--- src/rtl/mips_cpu_pkg.sv ---
// Shared widths, register-zero constant and requester identifiers for the writeback path.
// Pure declarations: no logic, no latency, no flow control.
package mips_cpu_pkg;

    localparam int REG_W    = 5;
    localparam int DATA_W   = 32;
    localparam int NUM_REGS = 1 << REG_W;

    localparam logic [REG_W-1:0] REG_ZERO = 5'd0;

    typedef enum logic {
        REQ_ALU = 1'b0,
        REQ_MEM = 1'b1
    } req_e;

endpackage

--- src/rtl/mips_cpu_wb_scoreboard.sv ---
// Register scoreboard: issue sets a busy bit, writeback clears it, decode looks up rs/rt.
// Set/clear take effect at the edge; hazard is combinational from pre-edge state; no backpressure.
module mips_cpu_wb_scoreboard
    import mips_cpu_pkg::*;
(
    input  logic                 i_clk,
    input  logic                 i_arst_n,
    input  logic                 i_set_vld,
    input  logic [REG_W-1:0]     i_set_reg,
    input  logic                 i_clr_vld,
    input  logic [REG_W-1:0]     i_clr_reg,
    input  logic                 i_issue_vld,
    input  logic [REG_W-1:0]     i_rs,
    input  logic [REG_W-1:0]     i_rt,
    output logic [NUM_REGS-1:0]  o_pending,
    output logic                 o_hazard
);

    logic [NUM_REGS-1:0] r_pending;
    logic [NUM_REGS-1:0] w_set_mask;
    logic [NUM_REGS-1:0] w_clr_mask;
    logic [NUM_REGS-1:0] w_pending_nxt;
    logic                w_rs_busy;
    logic                w_rt_busy;

    // The set mask is OR-ed in after the clear so a same-edge issue keeps the register busy.
    always_comb begin
        w_set_mask = '0;
        w_clr_mask = '0;
        if (i_set_vld && (i_set_reg != REG_ZERO)) begin
            w_set_mask[i_set_reg] = 1'b1;
        end
        if (i_clr_vld && (i_clr_reg != REG_ZERO)) begin
            w_clr_mask[i_clr_reg] = 1'b1;
        end
        w_pending_nxt    = (r_pending & ~w_clr_mask) | w_set_mask;
        w_pending_nxt[0] = 1'b0;
    end

    always_ff @(posedge i_clk or negedge i_arst_n) begin
        if (!i_arst_n) begin
            r_pending <= '0;
        end else begin
            r_pending <= w_pending_nxt;
        end
    end

    always_comb begin
        w_rs_busy = (i_rs != REG_ZERO) && r_pending[i_rs];
        w_rt_busy = (i_rt != REG_ZERO) && r_pending[i_rt];
        o_hazard  = i_issue_vld && (w_rs_busy || w_rt_busy);
    end

    assign o_pending = r_pending;

endmodule

--- src/rtl/mips_cpu_reg_wb_arbiter.sv ---
// Arbitrates ALU and load-return writebacks onto the single register-file write port.
// Ready is combinational, write strobe lands one cycle after the handshake; losers simply wait.
module mips_cpu_reg_wb_arbiter
    import mips_cpu_pkg::*;
#(
    parameter int unsigned ALU_FIRST = 1
) (
    input  logic                 clk,
    input  logic                 reset,
    input  logic                 alu_valid,
    input  logic [REG_W-1:0]     alu_dest,
    input  logic [DATA_W-1:0]    alu_data,
    output logic                 alu_ready,
    input  logic                 mem_valid,
    input  logic [REG_W-1:0]     mem_dest,
    input  logic [DATA_W-1:0]    mem_data,
    output logic                 mem_ready,
    input  logic                 issue_valid,
    input  logic [REG_W-1:0]     issue_dest,
    input  logic [REG_W-1:0]     rs,
    input  logic [REG_W-1:0]     rt,
    output logic                 rf_write_en,
    output logic [REG_W-1:0]     rf_a3,
    output logic [DATA_W-1:0]    rf_writedata,
    output logic [NUM_REGS-1:0]  pending,
    output logic                 hazard
);

    localparam req_e PRIO_RST = (ALU_FIRST != 0) ? REQ_ALU : REQ_MEM;

    req_e               r_prio;
    logic               r_rf_we;
    logic [REG_W-1:0]   r_rf_a3;
    logic [DATA_W-1:0]  r_rf_wd;

    logic               w_conflict;
    logic               w_alu_grant;
    logic               w_mem_grant;
    logic               w_grant_vld;
    logic [REG_W-1:0]   w_grant_dest;
    logic [DATA_W-1:0]  w_grant_data;

    always_comb begin
        w_conflict  = alu_valid && mem_valid;
        w_alu_grant = alu_valid && (!mem_valid || (r_prio == REQ_ALU));
        w_mem_grant = mem_valid && (!alu_valid || (r_prio == REQ_MEM));
        w_grant_vld = w_alu_grant || w_mem_grant;
    end

    always_comb begin
        w_grant_dest = mem_dest;
        w_grant_data = mem_data;
        if (w_alu_grant) begin
            w_grant_dest = alu_dest;
            w_grant_data = alu_data;
        end
    end

    // Pointer only moves on a real conflict, and always toward the requester that just lost.
    always_ff @(posedge clk or negedge reset) begin
        if (!reset) begin
            r_prio <= PRIO_RST;
        end else if (w_conflict) begin
            if (w_alu_grant) begin
                r_prio <= REQ_MEM;
            end else begin
                r_prio <= REQ_ALU;
            end
        end
    end

    // Writes to r0 still complete the handshake but never strobe the register file.
    always_ff @(posedge clk or negedge reset) begin
        if (!reset) begin
            r_rf_we <= 1'b0;
            r_rf_a3 <= '0;
            r_rf_wd <= '0;
        end else begin
            r_rf_we <= w_grant_vld && (w_grant_dest != REG_ZERO);
            if (w_grant_vld) begin
                r_rf_a3 <= w_grant_dest;
                r_rf_wd <= w_grant_data;
            end
        end
    end

    mips_cpu_wb_scoreboard u_scoreboard (
        .i_clk       (clk),
        .i_arst_n    (reset),
        .i_set_vld   (issue_valid),
        .i_set_reg   (issue_dest),
        .i_clr_vld   (w_grant_vld),
        .i_clr_reg   (w_grant_dest),
        .i_issue_vld (issue_valid),
        .i_rs        (rs),
        .i_rt        (rt),
        .o_pending   (pending),
        .o_hazard    (hazard)
    );

    assign alu_ready    = w_alu_grant;
    assign mem_ready    = w_mem_grant;
    assign rf_write_en  = r_rf_we;
    assign rf_a3        = r_rf_a3;
    assign rf_writedata = r_rf_wd;

endmodule

--- config.mk ---
export PLATFORM = sky130hd
export DESIGN_NAME = mips_cpu_reg_wb_arbiter
export DESIGN_NICKNAME = d
export VERILOG_FILES = /design/src/rtl/mips_cpu_pkg.sv /design/src/rtl/mips_cpu_wb_scoreboard.sv /design/src/rtl/mips_cpu_reg_wb_arbiter.sv
export SDC_FILE = /design/constraint.sdc
export NUM_CORES = 1
export LEC_CHECK = 0
export BUFFER_PORTS_ARGS = -buffer_cell sky130_fd_sc_hd__buf_2
export CAP_MARGIN = 30
export CORE_MARGIN = 4
export CORE_UTILIZATION = 30
export DETAILED_ROUTE_END_ITERATION = 10
export SYNTH_ARGS = -nofsm -noshare
export SYNTH_HDL_FRONTEND = slang
export SYNTH_SLANG_ARGS = --single-unit
--- constraint.sdc ---
create_clock -name clk -period 3.95 [get_ports clk]
set_input_delay 0.1975 -clock clk [delete_from_list [all_inputs] [get_ports clk]]
set_output_delay 0.1975 -clock clk [all_outputs]
set_load 0.01 [all_outputs]
==> flow_summary.toml, run 1 <==
[clocking]
cts_resized = 0
cts_tree = "built"
clock_sinks = 70
path_clk_slew_ns = 0.06
hold_buffers = 0
clockBufferDepth = 2
htree_levels = 3
clk_latency_ns = 0.33
cts_root_buffer = "clkbuf_16"
post-cts-setup-buffers = 0
cts_buffers = 9

[critical_path]
cp_cell_sequence = "a21boi_4, buf_4, buf_2"
end_kind = "primary output"
cpPeakStageDelay_ns = 0.58
path_buf_inv = 2
worstPathRequired_ns = 3.75
crit_family = "buffers and inverters"
crit_arrival_ns = 2.08
start_kind = "flip-flop"
reg2reg_slack_ns = 1.93
cp_max_fo = 69
criticalPathCategory = "reg2out"
cp_slowest_cell = "buf_4"

[floorplanning]
io_pins = 167
core_area_um2 = 12200
rows = 40
die-area_um2 = 14600
dieHeight_um = 121
die_x_um = 121
start_util_pct = 31.3

[global_route]
grt_overflow = 0
grt_pass1_wl_um = 19100
grt_antenna_before_repair = 0
grt_pass1_vias = 3592
grt_usage_pct = 16.6
grt_max_degree = 70

[layout]
final_cell_mix = "165 x buf_2, 87 x o21ai_0, 70 x dfrtp_1"
fill_cells = 1212
drive_gt1_share_pct = 37.2
finalInstanceArea_um2 = 5120
antennaDiodeCount = 0
syn_to_final_growth_pct = 34.1
nets = 640
final_common_cell = "buf_2"

[routing]
ant_nets = 0
drtIter0Drc = 224
wl_um = 11900
dr.pass1.iters = 4
drc = 0
route.vias.total = 3538
wl_per_cell_um = 16.6
via_per_inst = 4.93

[timing]
timing.final.max_slew_violations = 0
tns_ns = 0
finalCritPeriodShare_pct = 57.7
max_freq_mhz = 439
worst_pin_slew_ns = 0.639
hold_viol = 0
fin_skew_ns = 0.00418
slew_headroom_pct = 57.3
worst_hold_slack_ns = 0.0671
rsz0062_at_grt = "false"
min_period_ns = 2.28
finalSetupViolCount = 0

[yosys]
ys_warn_count = 0
synthCells = 382
syn_area_per_cell_um2 = 9.99
synth_top_family_by_area = "multiplexers"
synth_cell_type_count = 42
ys_seq_area_share_pct = 45.9
syn_area_um2 = 3820
synth-xor-area-share_pct = 0.229
muxShareOfSynthArea_pct = 22.0
synth_fa_ha_area_share_pct = 0
ys_ff_latch = 70
synth-edff-count = 0
synth-compound-area-share_pct = 16.2
synth_flop_cell = "dfrtp_1"
synthSimpleGateAreaFrac_pct = 12.4
synth_fp_nets = 476
ys_async_sr_fraction_pct = 100

[min_path]
hold_path.class = "in2reg"

[outcome]
status = "finished clean"

[run]
maxCapViolations = 0

[pwr]
finalPower_mw = 2.85
p_leak_nw = 2.50
p_per_area_nw_per_um2 = 556
ir_worst_vdd_v = 0.000283

[placement]
dpl.hpwl_um = 9370
place_congestion = 0.857
io_buffers = 165
dpl_cell_area_um2 = 4810
sequential cells by signal (all words and copies together), names as in the netlist:
| register | flops |
|---|---|
| rf_writedata | 32 |
| u_scoreboard.o_pending | 31 |
| rf_a3 | 5 |
| r_prio | 1 |
| rf_write_en | 1 |
layout make-up:
class / count / area [um^2] / share of cell area [%]
Inverter: 8 / 30.0 / 0.587
Multi-Input combinational cell: 286 / 1950 / 38.1
Clock inverter: 1 / 5.00 / 0.0978
Sequential cell: 70 / 1750 / 34.2
Timing Repair Buffer: 171 / 898 / 17.6
Clock buffer: 13 / 270 / 5.28
Tap cell: 168 / 210 / 4.11
cell families (layout without fill, tap and decap cells):
| logic type | count (synthesis) | after routing |
|---|---|---|
| other cells | 1 | 1 |
| mux | 68 | 68 |
| flops | 70 | 70 |
| buf+inv | 26 | 193 |
| simple gates | 105 | 105 |
| xor+xnor | 1 | 1 |
| compound gates | 111 | 111 |
layer usage:
| metal | routed length (um) | track usage, % |
|---|---|---|
| met1 | 4820 | 20.3 |
| met2 | 6350 | 29.3 |
| met3 | 595 | 3.93 |
| met4 | 136 | 4.25 |
| met5 | 0 | 0 |
stage by stage:
step	cells	util (%)	worst slack, ns
after floorplan	382	-	2.24
final	717	41.9	1.67
after CTS	715	41.7	1.66
after detailed placement	701	39.4	1.95
after global placement	700	39.2	1.86
after global routing	717	41.9	1.54
worst min-delay path, cell delays in order:
cell	delay, ns
buf_2	0.08
nand2_1	0.04
o21ai_0	0.05
path summary, 6_finish.rpt:
kind | start | end | cells after the start
setup / recovery | r_prio | alu_ready | 3
hold / removal | alu_data[30] | rf_writedata[30] | 3
setup reg to reg | r_prio | u_scoreboard.o_pending[2] | 5
hold reg to reg | rf_a3[1] | rf_a3[1] | 2
max in group asynchronous | reset | rf_writedata[2] | 4
min in group asynchronous | reset | rf_writedata[15] | 2
cells in the mapped netlist, types with 2 or more instances:
master | number | share of area [%]
o21ai_1 | 6 | 0.79
buf_2 | 7 | 0.92
a21oi_1 | 4 | 0.52
nand4_1 | 2 | 0.33
clkbuf_1 | 7 | 0.69
mux2i_1 | 51 | 13
o2bb2ai_1 | 3 | 0.69
inv_1 | 8 | 0.79
o21ai_0 | 87 | 11
mux4_2 | 12 | 7.1
nand3_1 | 6 | 0.79
nand2_1 | 62 | 6.1
nor2b_1 | 5 | 0.82
buf_4 | 2 | 0.39
mux2_2 | 4 | 1.2
nor2_1 | 11 | 1.1
dfrtp_1 | 70 | 46
nand2b_1 | 10 | 1.6
a31oi_1 | 2 | 0.33
where the power goes:
group	leakage, nW	switching, mW	internal, mW	total [mW]
combinational	1.51	0.505	0.456	0.962
sequential	0.853	0.202	0.935	1.14
clock	0.138	0.280	0.468	0.748
total	2.50	0.988	1.86	2.85
Power figures use the tool's default switching activity.
==> inputs of run 2 (changes only) <==
ABC_AREA = 1   (was not set)
clock period = 1.95 ns   (was 3.95 ns; I/O delays follow)
==> run 2 against run 1 <==
  * Global-route usage grew 0.50 points
  * First-iteration DRC count increased by 35%
  * Worst setup slack worse by 1.4 ns
  * Sequential share of layout area shrank 1.6 points
  * Core utilization fell by 1.7 points
  * Critical path type unchanged
  * Critical endpoint is now hazard
==> flow_summary.toml, run 2 <==
[layout]
final_cell_mix = "167 x nand2_1, 164 x buf_2, 80 x nor2_1"
syn_to_final_growth_pct = 30.5
fill_cells = 1441
fin_cells = 916
largest_reg_flops = 32
multi_input_area_um2 = 1980
antennaDiodeCount = 0
seqCellArea_um2 = 1750
final_common_cell = "nand2_1"
drive_gt1_share_pct = 28.6
nets = 829

[critical_path]
end_kind = "primary output"
worstReg2RegEnd = "u_scoreboard.o_pending[16]"
reg2reg_depth = 8
cp-startpoint = "u_scoreboard.o_pending[6]"
worstPathRequired_ns = 1.85
crit_arrival_ns = 1.63
r2r_start = "r_prio"
cp_max_fo = 3
criticalPathCategory = "reg2out"
start_kind = "flip-flop"
crit_end = "hazard"
reg2reg_slack_ns = 0.30

[clocking]
cts_root_buffer = "clkbuf_16"
htree_levels = 3
clk_latency_ns = 0.33
path_clk_slew_ns = 0.06
cts_tree = "built"
clock_sinks = 70
clockBufferDepth = 2
cts_buffers = 9

[min_path]
hold_path.class = "in2reg"

[timing]
min_period_ns = 1.72
rsz0062_at_grt = "false"
finalCritPeriodShare_pct = 88.4
fin_skew_ns = 0.00398
max_freq_mhz = 580
worst_pin_slew_ns = 0.508
slew_headroom_pct = 66.1
timing.final.max_slew_violations = 0
tns_ns = 0
finalSetupViolCount = 0
hold_viol = 0
finalWorstSetupSlack_ns = 0.225

[run]
maxCapViolations = 0

[yosys]
synth_area_leaders = "dfrtp_1 43%, nand2_1 15%, nor2_1 7.3%"
synth_top_area_share_pct = 42.6
syn_area_per_cell_um2 = 7.16
synthCells = 574
yosys-top-cells-count = "167 x nand2_1, 80 x nor2_1, 70 x dfrtp_1"
synth_flop_cell = "dfrtp_1"
synth.most_common_cell = "nand2_1"
synth_cell_type_count = 27
syn_area_um2 = 4110
yosysTopAreaCell = "dfrtp_1"
ys_warn_count = 0
synth-edff-count = 0
ys_ff_latch = 70
ys_async_sr_fraction_pct = 100
synth_fp_nets = 668
ys_seq_area_share_pct = 42.6

[global_route]
grt_pass1_vias = 4124
grt_pass1_wl_um = 21800
grt_max_degree = 43
grt_antenna_before_repair = 0
grt_usage_pct = 17.1
grt_overflow = 0

[routing]
wl_um = 13600
drtIter0Drc = 303
wl_per_cell_um = 14.9
drc = 0
via_per_inst = 4.77
ant_nets = 0
dr.pass1.iters = 5
route.vias.total = 4366

[outcome]
status = "finished clean"

[placement]
dpl.hpwl_um = 10600
dp.cells = 898
pre_cts_ws_ns = 0.301
io_buffers = 165
place_congestion = 0.873

[floorplanning]
io_pins = 167
core_area_um2 = 13300
start_util_pct = 30.8
die-area_um2 = 15600
die_x_um = 125
rows = 42
dieHeight_um = 125

[pwr]
finalPower_mw = 5.14
ir_worst_vdd_v = 0.000415
p_per_area_nw_per_um2 = 958
p_leak_nw = 2.76
[run 2: cell types whose count changed after synthesis, sizes merged, moves of 6 or more]
cell    previous run  this run
buf               11        17
inv                8        58
mux2i             51         0
mux4              12         0
nand2             62       174
nand2b            10         0
nand3              6        52
nor2              11        82
nor3               0        10
o21ai             94        58
o31ai              0        37
[run 2: how the worst min path moves through the flow]
stage                 startpoint          endpoint  slack, ns  cells past startpoint
finish              mem_data[31]  rf_writedata[31]       0.06                      3
CTS                  mem_data[5]   rf_writedata[5]       0.05                      3
global placement           reset  rf_writedata[19]       0.08                      1
global route         alu_data[3]   rf_writedata[3]       0.06                      3
detailed placement         reset  rf_writedata[14]       0.07                      1
floorplan                  reset            r_prio      -0.20                      0
[run 2: cell type report]
class	instances	share of cell area, %
clock inverters	6	0.700
flip-flops and latches	70	32.7
multi-input cells	421	36.9
clock buffers	10	4.46
repair buffers	175	17.1
well taps	176	4.11
inverters	58	4.06
[run 2: per-layer routing]
| layer | part of all wire [%] | GRT usage, % |
|---|---|---|
| met3 | 9.5 | 5.88 |
| met1 | 45 | 22.5 |
| met2 | 45 | 26.9 |
| met5 | 0 | 0 |
| met4 | 1.3 | 4.66 |
[run 2: cell families after synthesis]
kind of cell,Yosys count,synth area share [%]
AND/OR/NAND/NOR,319,32.5
other,1,0.0913
AO/OA/AOI/OAI,101,15.5
buffers and inverters,83,9.23
flip-flops,70,42.6
[run 2: repair_timing]
item	in CTS	in global routing
hold buffers	1	0
buffers inserted	0	1
gates resized for setup	0	1
setup endpoints to repair	0	1
hold endpoints to repair	33	0
[run 2: metrics by stage]
stage                     area (um^2)  utilization [%]  hold slack [ns]
after CTS                        5350             40.1           0.0458
after floorplan                  4110                -           -0.198
after global routing             5360             40.2           0.0606
after global placement           5070             38.0           0.0787
final                            5360             40.2           0.0552
after detailed placement         5070             38.0           0.0746
[run 2: worst max-delay path, stage by stage (launching register included)]
cell and delay (ns):
dfrtp_1 0.42, inv_1 0.09, nand2_1 0.05, nand3_1 0.08, nand2_1 0.08, nand2_1 0.06
nand2_1 0.05, inv_1 0.05, nand2_1 0.05, nand2_1 0.05, nand2_1 0.05, nor2_1 0.10
nor2_1 0.04, buf_2 0.13
[run 2: report_power, final]
group	internal (mW)	switching [mW]
clock network	0.887	0.610
logic	0.612	0.949
registers	1.76	0.315
total	3.26	1.87
==> inputs of run 3 (changes only) <==
PLACE_DENSITY = 0.67   (was not set)
==> run 3 against run 2 <==
  * Sequential share of layout area down 0.44 points
  * Design area up 1.4%
  * Maximum frequency up 1.5%
  * Non-clock buffer count up 2
  * Worst hold slack better by 0.0021 ns
  * Wire length down 0.57%
  * Largest power group unchanged
==> flow_summary.toml, run 3 (synthesis gave the netlist of run 2 again) <==
[outcome]
status = "finished clean"

[timing]
finalCritPeriodShare_pct = 87.2
fin_skew_ns = 0.00464
rsz0062_at_grt = "false"
max_freq_mhz = 588
min_period_ns = 1.70
finalSetupViolCount = 0
hold_viol = 0
tns_ns = 0
timing.final.max_slew_violations = 0
worst_hold_slack_ns = 0.0573
finalWorstSetupSlack_ns = 0.251

[global_route]
grt_max_degree = 71
grt_usage_pct = 17.0
grt_overflow = 0
grt_antenna_before_repair = 1
grt_pass1_vias = 4112
grt_pass1_wl_um = 21600

[critical_path]
cpPeakStageDelay_ns = 0.38
cp-startpoint = "r_prio"
r2r_start = "r_prio"
worstPathRequired_ns = 2.17
reg2reg_slack_ns = 0.25
reg2reg_depth = 10
cp_common_cell = "nand2_1"
cp_slowest_cell = "dfrtp_1"
cp_max_fo = 12
crit_cells = 10
crit_arrival_ns = 1.92
cp_cell_sequence = "nand2_2, nand2_4, inv_2, nand2_1, nand2_2, nor2_2, a21oi_4, nand3_1, nand2_1, nand2_1"
crit_family = "simple AND/OR/NAND/NOR gates"
path_buf_inv = 1
end_kind = "flip-flop"
criticalPathCategory = "reg2reg"
start_kind = "flip-flop"

[routing]
via_per_inst = 4.77
ant_nets = 0
drtIter0Drc = 406
dr.pass1.iters = 7
wl_per_cell_um = 14.8
drc = 0
route.vias.total = 4378
wl_um = 13500

[layout]
final_util_pct = 40.7
syn_to_final_growth_pct = 32.3
multi_input_area_um2 = 1980
final_common_cell = "nand2_1"
seqCellArea_um2 = 1750
drive_gt1_share_pct = 28.5
antennaDiodeCount = 0
nets = 831
final_cell_mix = "167 x nand2_1, 165 x buf_2, 80 x nor2_1"
fill_cells = 1402
largest_reg_flops = 32

[clocking]
cts_buffers = 9
clock_sinks = 70
post-cts-setup-buffers = 0
path_clk_slew_ns = 0.06
clockBufferDepth = 2
cts_tree = "built"
cts_resized = 0
cts_root_buffer = "clkbuf_16"
clk_latency_ns = 0.33
htree_levels = 3

[min_path]
hold_start = "mem_data[13]"
hold_depth = 3
hold_path.class = "in2reg"

[placement]
pre_cts_ws_ns = 0.264
dpl.hpwl_um = 10500
place_congestion = 0.893
io_buffers = 165

[floorplanning]
die_x_um = 125
io_pins = 167
core_area_um2 = 13300
start_util_pct = 30.8
rows = 42
dieHeight_um = 125
die-area_um2 = 15600

[pwr]
p_leak_nw = 2.79
ir_worst_vdd_v = 0.000430
finalPower_mw = 5.42
p_per_area_nw_per_um2 = 997

[run]
maxCapViolations = 0
==> run 3: cell count changes in the layout (fill, tap and decap cells not counted), sizes merged <==
cell,before,now
clkinv,3,0
buf,174,176
bufinv,0,2
clkbuf,10,12
clkinvlp,3,1
==> run 3: cell type report <==
class                      instances  share of cell area, %
clock buffer                      12                   4.72
tap                              176                   4.05
clock inverter                     3                   1.24
inverter                          58                   4.01
sequential                        70                   32.2
timing repair buffer             177                   17.4
multi-input combinational        421                   36.4
==> run 3: worst paths after layout <==
| path | end |
|---|---|
| max reg2reg | u_scoreboard.o_pending[28] |
| max | u_scoreboard.o_pending[28] |
| min reg2reg | rf_writedata[23] |
| max in group asynchronous | u_scoreboard.o_pending[10] |
| min in group asynchronous | rf_writedata[12] |
| min | rf_writedata[13] |
==> run 3: tightest hold or removal path: stages <==
cell and delay, ns:
buf_2 0.09, nor2_1 0.09, o31ai_1 0.06
==> run 3: metal layers <==
| layer | global-route usage, % | up-vias | part of all wire, % |
|---|---|---|---|
| li1 | - | 2190 | - |
| met1 | 22.3 | 1977 | 44 |
| met2 | 27.0 | 196 | 46 |
| met3 | 5.80 | 13 | 9.5 |
| met4 | 4.27 | 2 | 1.0 |
| met5 | 0 | - | 0.15 |
==> run 3: repair_timing <==
| item | in CTS | in global routing |
|---|---|---|
| hold buffers | 1 | 0 |
| endpoints found under the setup margin | 0 | 0 |
| endpoints found under the hold margin | 70 | 0 |
==> run 3: stage by stage <==
stage | std cells | area (um^2)
after floorplan | 574 | 4110
after global placement | 901 | 5100
after detailed placement | 901 | 5100
after CTS | 917 | 5430
after global routing | 917 | 5430
final | 917 | 5430
==> run 3: report_power, final <==
group	internal [mW]	switching (mW)
Sequential	1.76	0.307
Clock	1.18	0.599
Combinational	0.614	0.949
Total	3.56	1.86
